<file path="config.mk">
export PLATFORM = sky130hd
export DESIGN_NAME = fetch_stage
export DESIGN_NICKNAME = d
export VERILOG_FILES = /design/src/rtl/cpu_pkg.sv /design/src/rtl/branch_target_gen.sv /design/src/rtl/fetch_stage.sv
export SDC_FILE = /design/constraint.sdc
export NUM_CORES = 1
export LEC_CHECK = 0
export ABC_CLOCK_PERIOD_IN_PS = 5200
export BUFFER_PORTS_ARGS = -buffer_cell sky130_fd_sc_hd__clkbuf_2
export CAP_MARGIN = 20
export CORE_MARGIN = 2
export CORE_UTILIZATION = 57
export DETAILED_ROUTE_END_ITERATION = 10
export GPL_TIMING_DRIVEN = 0
export PLACE_DENSITY = 0.86
export SYNTH_ARGS = -nofsm -noshare
export SYNTH_HDL_FRONTEND = slang
export SYNTH_SLANG_ARGS = --single-unit
</file>
<file path="constraint.sdc">
create_clock -name clk -period 5.2 [get_ports clk]
set_input_delay 0.52 -clock clk [delete_from_list [all_inputs] [get_ports clk]]
set_output_delay 0.52 -clock clk [all_outputs]
set_load 0.02 [all_outputs]
</file>
<file path="src/rtl/cpu_pkg.sv">
// Shared constants and types for the fetch stage: instruction encodings,
// branch immediate field positions and the next-PC selection enum.
package cpu_pkg;

  localparam logic [31:0] NOP_INSTR = 32'hD503201F;

  // Immediate fields inside the instruction word.
  localparam int IMM26_MSB = 25;
  localparam int IMM26_LSB = 0;
  localparam int IMM26_W   = IMM26_MSB - IMM26_LSB + 1;
  localparam int IMM19_MSB = 23;
  localparam int IMM19_LSB = 5;
  localparam int IMM19_W   = IMM19_MSB - IMM19_LSB + 1;

  localparam int PC_INCR = 4;

  typedef enum logic [1:0] {
    SEQ,
    BRANCH,
    HOLD
  } next_pc_sel_e;

endpackage : cpu_pkg

</file>
<file path="src/rtl/branch_target_gen.sv">
// Combinational branch target: sign-extend the B or B.cond/CBZ immediate,
// scale it to a byte offset and add it to the branch's own PC.
module branch_target_gen
  import cpu_pkg::*;
#(
  parameter int ADDR_W = 64
) (
  input  logic [IMM26_MSB:0]  imm_field,
  input  logic [ADDR_W-1:0]   pc,
  input  logic                uncond_br,
  output logic [ADDR_W-1:0]   target
);

  logic [IMM26_W-1:0] imm26;
  logic [IMM19_W-1:0] imm19;
  logic [ADDR_W-1:0]  offset;

  assign imm26 = imm_field[IMM26_MSB:IMM26_LSB];
  assign imm19 = imm_field[IMM19_MSB:IMM19_LSB];

  // Offsets are word counts; the two appended zeros turn them into bytes.
  assign offset = uncond_br
                ? {{(ADDR_W-IMM26_W-2){imm26[IMM26_W-1]}}, imm26, 2'b00}
                : {{(ADDR_W-IMM19_W-2){imm19[IMM19_W-1]}}, imm19, 2'b00};

  assign target = pc + offset;

endmodule : branch_target_gen

</file>
<file path="src/rtl/fetch_stage.sv">
// Instruction fetch plus IF/ID pipeline register: PC update, branch redirect
// with one-bubble squash, load-use stall and instruction-memory wait states.
module fetch_stage
  import cpu_pkg::*;
#(
  parameter logic [63:0] RESET_PC = 64'h0,
  parameter int          ADDR_W   = 64,
  parameter int          INSTR_W  = 32
) (
  input  logic               clk,
  input  logic               reset,
  output logic [ADDR_W-1:0]  imem_addr,
  input  logic [INSTR_W-1:0] imem_rdata,
  input  logic               imem_valid,
  input  logic               stall,
  input  logic               br_taken,
  input  logic               uncond_br,
  output logic [INSTR_W-1:0] instr_id,
  output logic [ADDR_W-1:0]  pc_id,
  output logic               valid_id,
  output logic [31:0]        instr_count
);

  logic [ADDR_W-1:0] pc;
  logic [ADDR_W-1:0] br_target;
  next_pc_sel_e      pc_sel;

  assign imem_addr = pc;

  branch_target_gen #(
    .ADDR_W (ADDR_W)
  ) u_branch_target_gen (
    .imm_field (instr_id[IMM26_MSB:0]),
    .pc        (pc_id),
    .uncond_br (uncond_br),
    .target    (br_target)
  );

  // NOTE: every combinational output gets a default first so no path can
  // leave it unassigned and infer a latch.
  always_comb begin
    pc_sel = SEQ;
    if (stall) begin
      pc_sel = HOLD;
    end else if (br_taken && valid_id) begin
      pc_sel = BRANCH;
    end else if (!imem_valid) begin
      pc_sel = HOLD;
    end
  end

  // NOTE: sequential state uses non-blocking assignments so every register
  // samples the pre-edge values regardless of statement order.
  always_ff @(posedge clk or negedge reset) begin
    if (!reset) begin
      pc          <= ADDR_W'(RESET_PC);
      instr_id    <= INSTR_W'(NOP_INSTR);
      pc_id       <= '0;
      valid_id    <= 1'b0;
      instr_count <= '0;
    end else if (!stall) begin
      // A stall freezes everything, including a pending branch in decode.
      case (pc_sel)
        BRANCH:  pc <= br_target;
        SEQ:     pc <= pc + ADDR_W'(PC_INCR);
        default: pc <= pc;
      endcase
      if (pc_sel == SEQ) begin
        instr_id    <= imem_rdata;
        pc_id       <= pc;
        valid_id    <= 1'b1;
        instr_count <= instr_count + 32'd1;
      end else begin
        // Redirect squashes the wrong-path fetch; a memory wait inserts a bubble.
        instr_id <= INSTR_W'(NOP_INSTR);
        pc_id    <= '0;
        valid_id <= 1'b0;
      end
    end
  end

endmodule : fetch_stage

</file>
==> After elaboration in Yosys (flattened, before gate mapping) <==
Cells that the tools add are included.
{ "totals": {"input_bits": 38, "wordCells": 23, "ff_bits": 193} }
{ "classes": {"eq_ne": 1, "add_sub_neg": 3, "bitwise_logic": 1, "n_reduce_logical": 5, "n_mux": 8} }
{ "op_table": {"columns": ["cell", "count"], "rows": [
  ["2-to-1 mux 64 bit", 2],
  ["case mux 64 bit (2 select lines)", 1],
  ["adder 64 x 3 -> 64 bit (second input constant)", 1],
  ["adder 64 bit", 1],
  ["adder 32 x 1 -> 32 bit (second input constant)", 1],
  ["2-to-1 mux 32 bit", 1],
  ["2-to-1 mux 2 bit", 3],
  ["AND reduction 2 bit", 2],
  ["== test 2 x 1 -> 1 bit (second input constant)", 1],
  ["zero test 2 bit", 1],
  ["nonzero test 2 bit", 1],
  ["logical AND 1 bit", 1],
  ["2-to-1 mux 1 bit", 1],
  ["NOT 1 bit", 1]
]} }

==> Depth between registers and ports, before layout <==
Gate-level depths: netlist of run 1.
{ "logic_depth": {"word_depth": 6, "depth_mapped": 16} }

==> Hierarchy <==
Synthesis of run 1 repeated with hierarchy kept, for this count alone.
{ "unflattened": {"cells_unflattened": 1480, "area_unflattened_um2": 12963.7} }
{ "modules_own_cells": {"columns": ["mod", "area_per_inst_um2", "cells_per_inst", "instances"], "rows": [
  ["fetch_stage", 8984.9, 889, 1],
  ["branch_target_gen", 3978.8, 591, 1]
]} }

==> Worst setup path before layout of run 1 <==
OpenSTA, ideal clock, no wires.
{ "synth_timing": {"path_type": "input port to flip-flop", "from": "in uncond_br", "to": "reg pc[40] (netlist: imem_addr[40])", "path_buffers": 3, "t_required_ns": 5.074, "cell_stages": 14, "slack_ns": 1.067, "setup_time_ns": 0.126, "arrival_ns": 4.008, "path_cell_list": "clkbuf_1 clkbuf_1 mux2_2 ha_1 buf_6 and4_4 and3_4 a21bo_1 o211a_4 a41o_1 a221oi_4 o31ai_2 xor2_1 a221o_1"} }
{ "synth_via": {"elab_chain_len": 3} }
{ "synth_lines": {"columns": ["element", "line", "source"], "rows": [
  ["from (decl)", "fetch_stage.sv:17", "input logic uncond_br,"],
  ["2-to-1 mux 64 bit", "branch_target_gen.sv:23", "? {{(ADDR_W-IMM26_W-2){imm26[IMM26_W-1]}}, imm26, 2'b00}"],
  ["adder 64 bit", "branch_target_gen.sv:26", "assign target = pc + offset;"],
  ["case mux 64 bit (2 select lines)", "fetch_stage.sv:63", "case (pc_sel)"],
  ["to (signal assigned)", "fetch_stage.sv:64", "BRANCH: pc <= br_target;"],
  ["to (signal assigned)", "fetch_stage.sv:65", "SEQ: pc <= pc + ADDR_W'(PC_INCR);"],
  ["to (signal assigned)", "fetch_stage.sv:66", "default: pc <= pc;"],
  ["to (decl)", "fetch_stage.sv:24", "logic [ADDR_W-1:0] pc;"]
]} }
No other way between the ends.
A chain may end at the register's enable or synchronous reset.

==> Worst setup path after layout of run 1 <==
{ "layout_timing": {"from": "reg instr_id[23]", "to": "reg pc[57] (netlist: imem_addr[57])"} }
{ "layout_via": {"elab_chain_len": 3} }
{ "layout_lines": {"columns": ["element", "line", "source"], "rows": [
  ["from (decl)", "fetch_stage.sv:18", "output logic [INSTR_W-1:0] instr_id,"],
  ["from (signal assigned)", "fetch_stage.sv:57", "instr_id <= INSTR_W'(NOP_INSTR);"],
  ["from (signal assigned)", "fetch_stage.sv:69", "instr_id <= imem_rdata;"],
  ["from (signal assigned)", "fetch_stage.sv:75", "instr_id <= INSTR_W'(NOP_INSTR);"],
  ["2-to-1 mux 64 bit", "branch_target_gen.sv:23", null],
  ["adder 64 bit", "branch_target_gen.sv:26", null],
  ["case mux 64 bit (2 select lines)", "fetch_stage.sv:63", null]
]} }
No other way between the ends.

==> flow_summary.yaml, run 1 <==
clock_network:
  clock_latency_ns: 0.46
  clockBufferDepth: 2
  post_cts_resized: 0
  cts.clk_slew.worst_paths_ns: 0.09
  htreeDepth: 4
  postCtsSetupRepairBufs: 0
  cts_sinks: 193
  cts_buffers: 17
  cts_tree: "done"
  root_buffer: "clkbuf_16"
  hold_buffers: 0
routing:
  drc: 0
  via_count: 13200
  wl_mm: 44.8
  antenna_left: 0
  firstDrtPassIters: 5
  via_per_inst: 6.54
  drtIter0Drc: 1431
  routedWlPerCell_um: 22.3
floorplanning:
  chipHeight_um: 153
  start_util_pct: 57.9
  dieArea_um2: 23400
  io_pins: 231
  die_w_um: 153
  rows: 54
  core-area_um2: 21800
synthesis:
  async_flop_share_pct: 100
  syn_inst: 1470
  ys_types: 77
  synth-edff-count: 0
  synth_fp_nets: 1572
  synthFlopType: "dfrtp_1"
  ys_seq_elements: 193
  syn-cell-area_um2: 12600
  ys_seq_area_share_pct: 38.3
  syn_avg_cell_area_um2: 8.60
  ys_warn_count: 0
grt:
  track_usage_pct: 37.6
  grt_start_max_net_pins: 112
  grt_overflow: 0
  grt_pass1_vias: 12300
  antenna_found_initial: 0
  grt_pass1_wl_mm: 69.4
timing:
  tightest_slew_ns: 0.982
  setup_slack_ns: 0.321
  tns_ns: 0
  layout_min_cycle_time_ns: 4.88
  timing.hold.ws_ns: 0.0899
  fin_crit_sh_pct: 93.8
  finClkSkew_ns: 0.0137
  slew-limit-headroom_pct: 34.3
  rsz0062_at_grt: "false"
  setup_violations: 0
  finalMaxSlewViolations: 0
  fmax_ghz: 0.205
  hold_viol: 0
finish:
  nNetsFinal: 1822
  multi_input_area_um2: 7300
  n_antenna_cell: 0
  seqCellArea_um2: 4850
  synthToLayoutAreaGrowth_pct: 17.2
  fill_cells: 1804
  final_common_cell: "clkbuf_2"
  final_cell_mix: "230 x clkbuf_2, 186 x nand2_1, 180 x dfrtp_1, 160 x a21oi_1, 100 x nor2_1"
  layout-drive-gt1-share_pct: 18.3
pwr:
  leakage_nw: 7.16
  ir_worst_vdd_v: 0.000241
  p_per_area_nw_per_um2: 392
critical_path:
  reg2reg_depth: 13
  r2r_end: "imem_addr[57]$_DFFE_PN0P_"
  crit_buf_inv: 1
  worstReg2RegStart: "instr_id[23]$_DFFE_PN0N_"
  cp-end-kind: "flip-flop"
  worst_ep_arrival_time_ns: 5.25
  cp_max_fo: 37
  cp.required_ns: 5.58
  r2r_slack_ns: 0.32
  cp-start-kind: "flip-flop"
  crit_type: "flip-flop to flip-flop"
  crit_cells: 13
  cpPeakStageDelay_ns: 0.59
  path_delay_family: "simple AND/OR/NAND/NOR gates"
  crit_start: "instr_id[23]$_DFFE_PN0N_"
  crit_top_cell: "nor3_1"
  crit_slowest_cell: "nand2_2"
  cp_cell_sequence: "nand2b_1 > nand2_2 > ha_1 > clkbuf_1 > nand4_1 > or3_1 > nor3_1 > nor4_1 > o21ai_1 > a21oi_1 > and3_1 > a31o_2 > nor3_1"
  cp-endpoint: "imem_addr[57]$_DFFE_PN0P_"
placement:
  port_buffers: 230
  dpl.hpwl_mm: 33.3
  place_ws_ns: 0.0417
  place_congestion: 1.02
run:
  cap_violations: 0
worst_hold_path:
  hold_class: "primary input to asynchronous set/reset pin"
status:
  outcome: "complete, no violations"
-- state kept, by name, summed over array words and instances, names as in the netlist --
name	flops
imem_addr	64
instr_count	32
instr_id	32
pc_id	64
valid_id	1
-- worst register-to-register path: cells and delay by family (launching register included) --
family                   cells  cell delay [ns]
buffers and inverters        1             0.36
AO/OA/AOI/OAI                3             0.75
adder cells (fa/ha/maj)      1             0.56
flip-flops                   1             0.45
AND/OR/NAND/NOR              8             2.69
-- synth_stat cells (7+ instances only) --
master / n / share of area, %
o21ai_1: 9 / 0.36
a22oi_1: 7 / 0.42
a211oi_1: 8 / 0.48
a22o_1: 67 / 4.6
mux2_2: 15 / 1.3
nor2_1: 100 / 3.0
xor2_1: 33 / 2.3
o21bai_1: 15 / 0.89
and4_1: 9 / 0.62
a21oi_1: 160 / 6.3
nor4_1: 8 / 0.40
a31oi_1: 14 / 0.69
nor3_1: 21 / 0.83
nand2_1: 187 / 5.6
o22ai_1: 21 / 1.0
dfstp_2: 13 / 2.7
inv_1: 32 / 0.95
nor2b_1: 14 / 0.69
a21o_1: 35 / 2.1
o21ai_0: 90 / 3.6
nand4_1: 52 / 2.6
ha_1: 63 / 6.2
and3_1: 25 / 1.2
o21a_1: 8 / 0.48
clkbuf_1: 77 / 2.3
xnor2_1: 54 / 3.7
dfrtp_1: 180 / 36
and2_1: 8 / 0.40
buf_1: 9 / 0.27
nand3_1: 43 / 1.7
-- through the flow --
| step | power (W) | util (%) | cells | instance area, µm² |
|---|---|---|---|---|
| floorplan | 0.00354 | - | 1470 | 12600 |
| global placement | 0.00429 | 64.8 | 1980 | 14100 |
| detailed placement | 0.00434 | 65.0 | 1981 | 14200 |
| CTS | 0.00574 | 67.9 | 2013 | 14800 |
| global route | 0.00606 | 67.9 | 2013 | 14800 |
| finish | 0.00581 | 67.9 | 2013 | 14800 |
-- power by group --
group,switching [W],leakage [nW],internal (W)
clock network,0.000748,0.302,0.000667
logic,0.00142,4.41,0.000753
registers,0.000432,2.45,0.00178
total,0.00260,7.16,0.00320
-- how the worst min path moves through the flow --
stage / to / depth (start not counted) / start
after global placement: instr_id[31]$_DFFE_PN1N_ / 2 / instr_id[31]$_DFFE_PN1N_
after floorplan: imem_addr[0]$_DFFE_PN0P_ / 0 / reset
after CTS: imem_addr[34]$_DFFE_PN0P_ / 1 / reset
after global routing: pc_id[33]$_DFFE_PN0N_ / 1 / reset
final: imem_addr[34]$_DFFE_PN0P_ / 1 / reset
after detailed placement: instr_id[28]$_DFFE_PN1N_ / 2 / instr_id[28]$_DFFE_PN1N_
-- layer usage --
layer  wire (µm)  part of all wire, %  global-route usage [%]  vias up
met5           0                    0                       0        -
met2       20100                   45                    59.0      856
met4        1970                  4.4                    16.0        0
met3        4760                   11                    7.37      133
met1       18000                   40                    51.1     6276
li1            -                    -                       -     5892
-- cells by family (layout without fill, tap and decap cells) --
family          after synthesis  count (layout)  share of synthesized area (%)
compound gates              486             486                           24.9
fa+ha+maj                    64              64                           6.39
simple gates                497             497                           18.9
xor+xnor                     87              87                           6.03
mux                          17              17                           1.50
buf+inv                     126             389                           3.92
flops                       193             193                           38.3
-- layout make-up --
class                      instances  share of cell area (%)
sequential                       193                    32.7
buffer                            94                    2.53
multi-input combinational       1151                    49.3
tap                              280                    2.37
clock inverter                    15                    1.39
inverter                          32                   0.811
clock buffer                      17                    2.87
timing repair buffer             231                    8.02
Note: power is estimated with default switching activity, not from simulation.
==> run 2, diff against run 1 <==
--- a/config.mk
+++ b/config.mk
@@ -8,8 +8,10 @@
 export ABC_CLOCK_PERIOD_IN_PS = 5200
 export BUFFER_PORTS_ARGS = -buffer_cell sky130_fd_sc_hd__clkbuf_2
 export CAP_MARGIN = 20
+export CELL_PAD_IN_SITES_DETAIL_PLACEMENT = 1
+export CELL_PAD_IN_SITES_GLOBAL_PLACEMENT = 2
 export CORE_MARGIN = 2
-export CORE_UTILIZATION = 57
+export CORE_UTILIZATION = 34
 export DETAILED_ROUTE_END_ITERATION = 10
 export GPL_TIMING_DRIVEN = 0
 export PLACE_DENSITY = 0.86
==> flow_summary.yaml, run 2 (synthesis gave the netlist of run 1 again) <==
status:
  outcome: "complete, no violations"
routing:
  firstDrtPassIters: 5
  via_count: 12600
  wl_mm: 50.0
  drc: 0
  via_per_inst: 5.73
  routedWlPerCell_um: 22.7
  antenna_left: 0
  drtIter0Drc: 675
timing:
  finalMaxSlewViolations: 0
  setup_violations: 0
  hold_viol: 0
  tightest_slew_ns: 1.10
  layout_min_cycle_time_ns: 4.90
  fin_crit_sh_pct: 94.3
  setup_slack_ns: 0.297
  rsz0062_at_grt: "false"
  fmax_ghz: 0.204
  finClkSkew_ns: 0.0143
  slew-limit-headroom_pct: 26.6
placement:
  place_congestion: 0.872
  dpl.hpwl_mm: 38.4
  port_buffers: 230
  place_ws_ns: -0.388
finish:
  final_common_cell: "clkbuf_2"
  layout-drive-gt1-share_pct: 18.3
  synthToLayoutAreaGrowth_pct: 18.5
  nNetsFinal: 1822
  n_antenna_cell: 0
  final_cell_mix: "230 x clkbuf_2, 186 x nand2_1, 180 x dfrtp_1, 160 x a21oi_1, 100 x nor2_1"
  fill_cells: 4419
grt:
  antenna_found_initial: 0
  grt_overflow: 0
  grt_pass1_wl_mm: 77.1
  grt_start_max_net_pins: 103
  track_usage_pct: 25.8
  grt_pass1_vias: 13000
clock_network:
  cts.clk_slew.worst_paths_ns: 0.09
  cts_buffers: 17
  cts_sinks: 193
  postCtsSetupRepairBufs: 0
  root_buffer: "clkbuf_16"
  clock_latency_ns: 0.46
  hold_buffers: 0
  cts_tree: "done"
  htreeDepth: 4
  clockBufferDepth: 2
  post_cts_resized: 0
critical_path:
  worst_ep_arrival_time_ns: 5.22
  path_delay_family: "compound AO/OA/AOI/OAI gates"
  crit_top_cell: "a31oi_1"
  cp_cell_sequence: "clkbuf_2 > clkbuf_1 > buf_1 > mux2_2 > ha_1 > and3_1 > nor2b_1 > nand4_1 > a31oi_1 > o21ai_1 > o31ai_2 > a31oi_1 > o21bai_1 > xnor2_1 > o221ai_1"
  cp_max_fo: 10
  cp-end-kind: "flip-flop"
  cpPeakStageDelay_ns: 0.46
  cp-start-kind: "primary input"
  worstReg2RegStart: "instr_id[23]$_DFFE_PN0N_"
  crit_buf_inv: 3
  crit_type: "primary input to flip-flop"
  crit_start: "uncond_br"
  crit_slowest_cell: "buf_1"
  cp.required_ns: 5.52
run:
  cap_violations: 0
pwr:
  p_per_area_nw_per_um2: 386
  leakage_nw: 7.13
  ir_worst_vdd_v: 0.000242
  report.power.total_w: 0.00578
worst_hold_path:
  hold_class: "primary input to asynchronous set/reset pin"
floorplanning:
  rows: 70
  die_w_um: 197
  dieArea_um2: 38700
  start_util_pct: 34.5
  io_pins: 231
  chipHeight_um: 197
  core-area_um2: 36600
## run 2: cell count changes in the layout (fill, tap and decap cells not counted)
cell	delta
buf_1	+1
clkbuf_1	+1
clkinv_4	+2
clkinv_8	-7
clkinvlp_4	+1
inv_12	-3
inv_6	+3
inv_8	+2
nor4_1	-1
nor4_2	+1
o31ai_1	-1
o31ai_2	+1
## run 2: area by class of cell
| cell class | count | area (µm²) | area share [%] |
|---|---|---|---|
| repair buffers | 231 | 1190 | 7.93 |
| flip-flops and latches | 193 | 4850 | 32.4 |
| clock buffers | 19 | 433 | 2.89 |
| well taps | 468 | 586 | 3.91 |
| plain buffers | 94 | 375 | 2.51 |
| inverters | 32 | 120 | 0.802 |
| multi-input cells | 1151 | 7310 | 48.8 |
| clock inverters | 13 | 118 | 0.785 |
## run 2: routing by layer
layer  vias to the layer above  global-route usage [%]  share of wire (%)
met5                         -                       0                  0
met1                      6312                    35.5                 46
met4                         0                    8.52                2.8
li1                       5882                       -                  -
met3                        69                    3.52                4.4
met2                       340                    41.9                 46
## run 2: power breakdown
group	switching (W)	total (W)	internal, W
registers	0.000464	0.00225	0.00178
logic	0.00145	0.00221	0.000755
clock network	0.000690	0.00132	0.000633
## run 2: path summary, 6_finish.rpt
| kind | to | slack (ns) | cells after the start |
|---|---|---|---|
| setup / recovery | imem_addr[54]$_DFFE_PN0P_ | 0.30 | 15 |
| hold / removal | pc_id[54]$_DFFE_PN0N_ | 0.14 | 1 |
| setup reg to reg | imem_addr[57]$_DFFE_PN0P_ | 0.38 | 13 |
| hold reg to reg | instr_id[28]$_DFFE_PN1N_ | 0.47 | 2 |
| max in group asynchronous | instr_id[13]$_DFFE_PN1N_ | 4.06 | 2 |
| min in group clk | instr_id[28]$_DFFE_PN1N_ | 0.27 | 3 |
## run 2: metrics by stage
step           std cells  area, µm²  TNS (ns)  hold WS (ns)  utilization [%]
6_report            2201      15000         0         0.137             40.9
3_5_place_dp        2169      14400     -1.91         0.458             39.4
5_1_grt             2201      15000         0         0.216             40.9
2_1_floorplan       1470      12600         0         0.224                -
4_1_cts             2201      15000         0         0.182             40.9
3_3_place_gp        2168      14400    -73.64         0.452             39.3
==> run 3, diff against run 2 <==
--- a/config.mk
+++ b/config.mk
@@ -15,6 +15,7 @@
 export DETAILED_ROUTE_END_ITERATION = 10
 export GPL_TIMING_DRIVEN = 0
 export PLACE_DENSITY = 0.86
+export RECOVER_POWER = 25
 export SYNTH_ARGS = -nofsm -noshare
 export SYNTH_HDL_FRONTEND = slang
 export SYNTH_SLANG_ARGS = --single-unit
==> flow_summary.yaml, run 3 (synthesis gave the netlist of run 1 again) <==
status:
  outcome: "finished with violations"
  failed_checks: "max-capacitance violations, max-slew violations"
finish:
  fill_cells: 4419
  nNetsFinal: 1822
  n_antenna_cell: 0
  layout-drive-gt1-share_pct: 18.3
  synthToLayoutAreaGrowth_pct: 18.4
  final_common_cell: "clkbuf_2"
  final_cell_mix: "231 x clkbuf_2, 186 x nand2_1, 180 x dfrtp_1, 160 x a21oi_1, 100 x nor2_1"
critical_path:
  crit_cells: 15
  crit_top_cell: "a31oi_1"
  cp.required_ns: 5.52
  path_delay_family: "compound AO/OA/AOI/OAI gates"
  cpPeakStageDelay_ns: 0.46
  reg2reg_depth: 13
  cp_max_fo: 10
  cp-end-kind: "flip-flop"
  worst_ep_arrival_time_ns: 5.22
  cp_cell_sequence: "clkbuf_2 > clkbuf_1 > buf_1 > mux2_2 > ha_1 > and3_1 > nor2b_1 > nand4_1 > a31oi_1 > o21ai_1 > o31ai_2 > a31oi_1 > o21bai_1 > xnor2_1 > o221ai_1"
  crit_buf_inv: 3
  crit_type: "primary input to flip-flop"
  cp-start-kind: "primary input"
  crit_slowest_cell: "buf_1"
timing:
  slew-limit-headroom_pct: -78.6
  setup_violations: 0
  fin_crit_sh_pct: 94.3
  finClkSkew_ns: 0.0165
  fmax_ghz: 0.204
  hold_viol: 0
  rsz0062_at_grt: "false"
  finalMaxSlewViolations: 102
  layout_min_cycle_time_ns: 4.90
  tightest_slew_ns: 2.68
  timing.hold.ws_ns: 0.269
clock_network:
  cts_sinks: 193
  cts_buffers: 17
  clock_latency_ns: 0.47
  clockBufferDepth: 2
  htreeDepth: 4
  hold_buffers: 0
  postCtsSetupRepairBufs: 0
  cts.clk_slew.worst_paths_ns: 0.09
  root_buffer: "clkbuf_16"
  post_cts_resized: 0
  cts_tree: "done"
routing:
  routedWlPerCell_um: 22.7
  drc: 0
  via_count: 12600
  firstDrtPassIters: 5
  via_per_inst: 5.74
  wl_mm: 50.0
  antenna_left: 0
  drtIter0Drc: 674
placement:
  dpl.hpwl_mm: 38.4
  place_congestion: 0.872
  port_buffers: 230
pwr:
  leakage_nw: 7.13
  p_per_area_nw_per_um2: 386
  report.power.total_w: 0.00578
  ir_worst_vdd_v: 0.000242
floorplanning:
  rows: 70
  core-area_um2: 36600
  dieArea_um2: 38700
  start_util_pct: 34.5
  die_w_um: 197
  chipHeight_um: 197
  io_pins: 231
grt:
  grt_start_max_net_pins: 103
  antenna_found_initial: 0
  grt_pass1_vias: 13000
  track_usage_pct: 25.8
  grt_overflow: 0
  grt_pass1_wl_mm: 77.1
worst_hold_path:
  hold_path_depth: 3
  hold_class: "primary input to flip-flop"
run:
  cap_violations: 1
[run 3: cell count changes in the layout (fill, tap and decap cells not counted)]
cell      delta
clkbuf_2     +1
clkbuf_8     -1
[run 3: final timing paths]
path	start	end	slack, ns
setup / recovery	uncond_br	imem_addr[54]$_DFFE_PN0P_	0.30
hold / removal	imem_rdata[28]	instr_id[28]$_DFFE_PN1N_	0.27
setup reg to reg	instr_id[23]$_DFFE_PN0N_	imem_addr[57]$_DFFE_PN0P_	0.37
hold reg to reg	instr_id[28]$_DFFE_PN1N_	instr_id[28]$_DFFE_PN1N_	0.47
max in group asynchronous	reset	pc_id[11]$_DFFE_PN0N_	2.74
min in group asynchronous	reset	pc_id[54]$_DFFE_PN0N_	0.87
[run 3: final cells by class]
cell class / count / area, µm² / share of cell area [%]
multi-input cells: 1151 / 7310 / 48.9
flip-flops and latches: 193 / 4850 / 32.4
repair buffers: 231 / 1180 / 7.87
well taps: 468 / 586 / 3.91
clock buffers: 19 / 433 / 2.89
plain buffers: 94 / 375 / 2.51
inverters: 32 / 120 / 0.802
clock inverters: 13 / 118 / 0.786
[run 3: power breakdown]
part | total, W | internal [W] | switching [W]
sequential | 0.00225 | 0.00178 | 0.000464
clock | 0.00132 | 0.000634 | 0.000691
combinational | 0.00221 | 0.000755 | 0.00145
[run 3: per-layer routing]
metal  global-route usage [%]  vias up  part of all wire (%)
met4                     8.52        0                   2.8
li1                         -     5884                     -
met5                        0        -                     0
met3                     3.52       69                   4.6
met2                     41.9      349                    46
met1                     35.5     6326                    46
[run 3: tightest hold or removal path: cells and delay by family]
kind / cells / cell delay [ns]
buf+inv: 1 / 0.08
simple gates: 1 / 0.09
compound gates: 1 / 0.04
[run 3: stage by stage]
stage	setup slack [ns]	TNS [ns]	std cells	area [µm²]	util, %
after global routing	0.000660	0	2201	15000	40.9
after detailed placement	-0.388	-1.91	2169	14400	39.4
after global placement	-0.618	-73.64	2168	14400	39.3
after CTS	0.0757	0	2201	15000	40.9
after floorplan	1.07	0	1470	12600	-
final	0.298	0	2201	15000	40.9
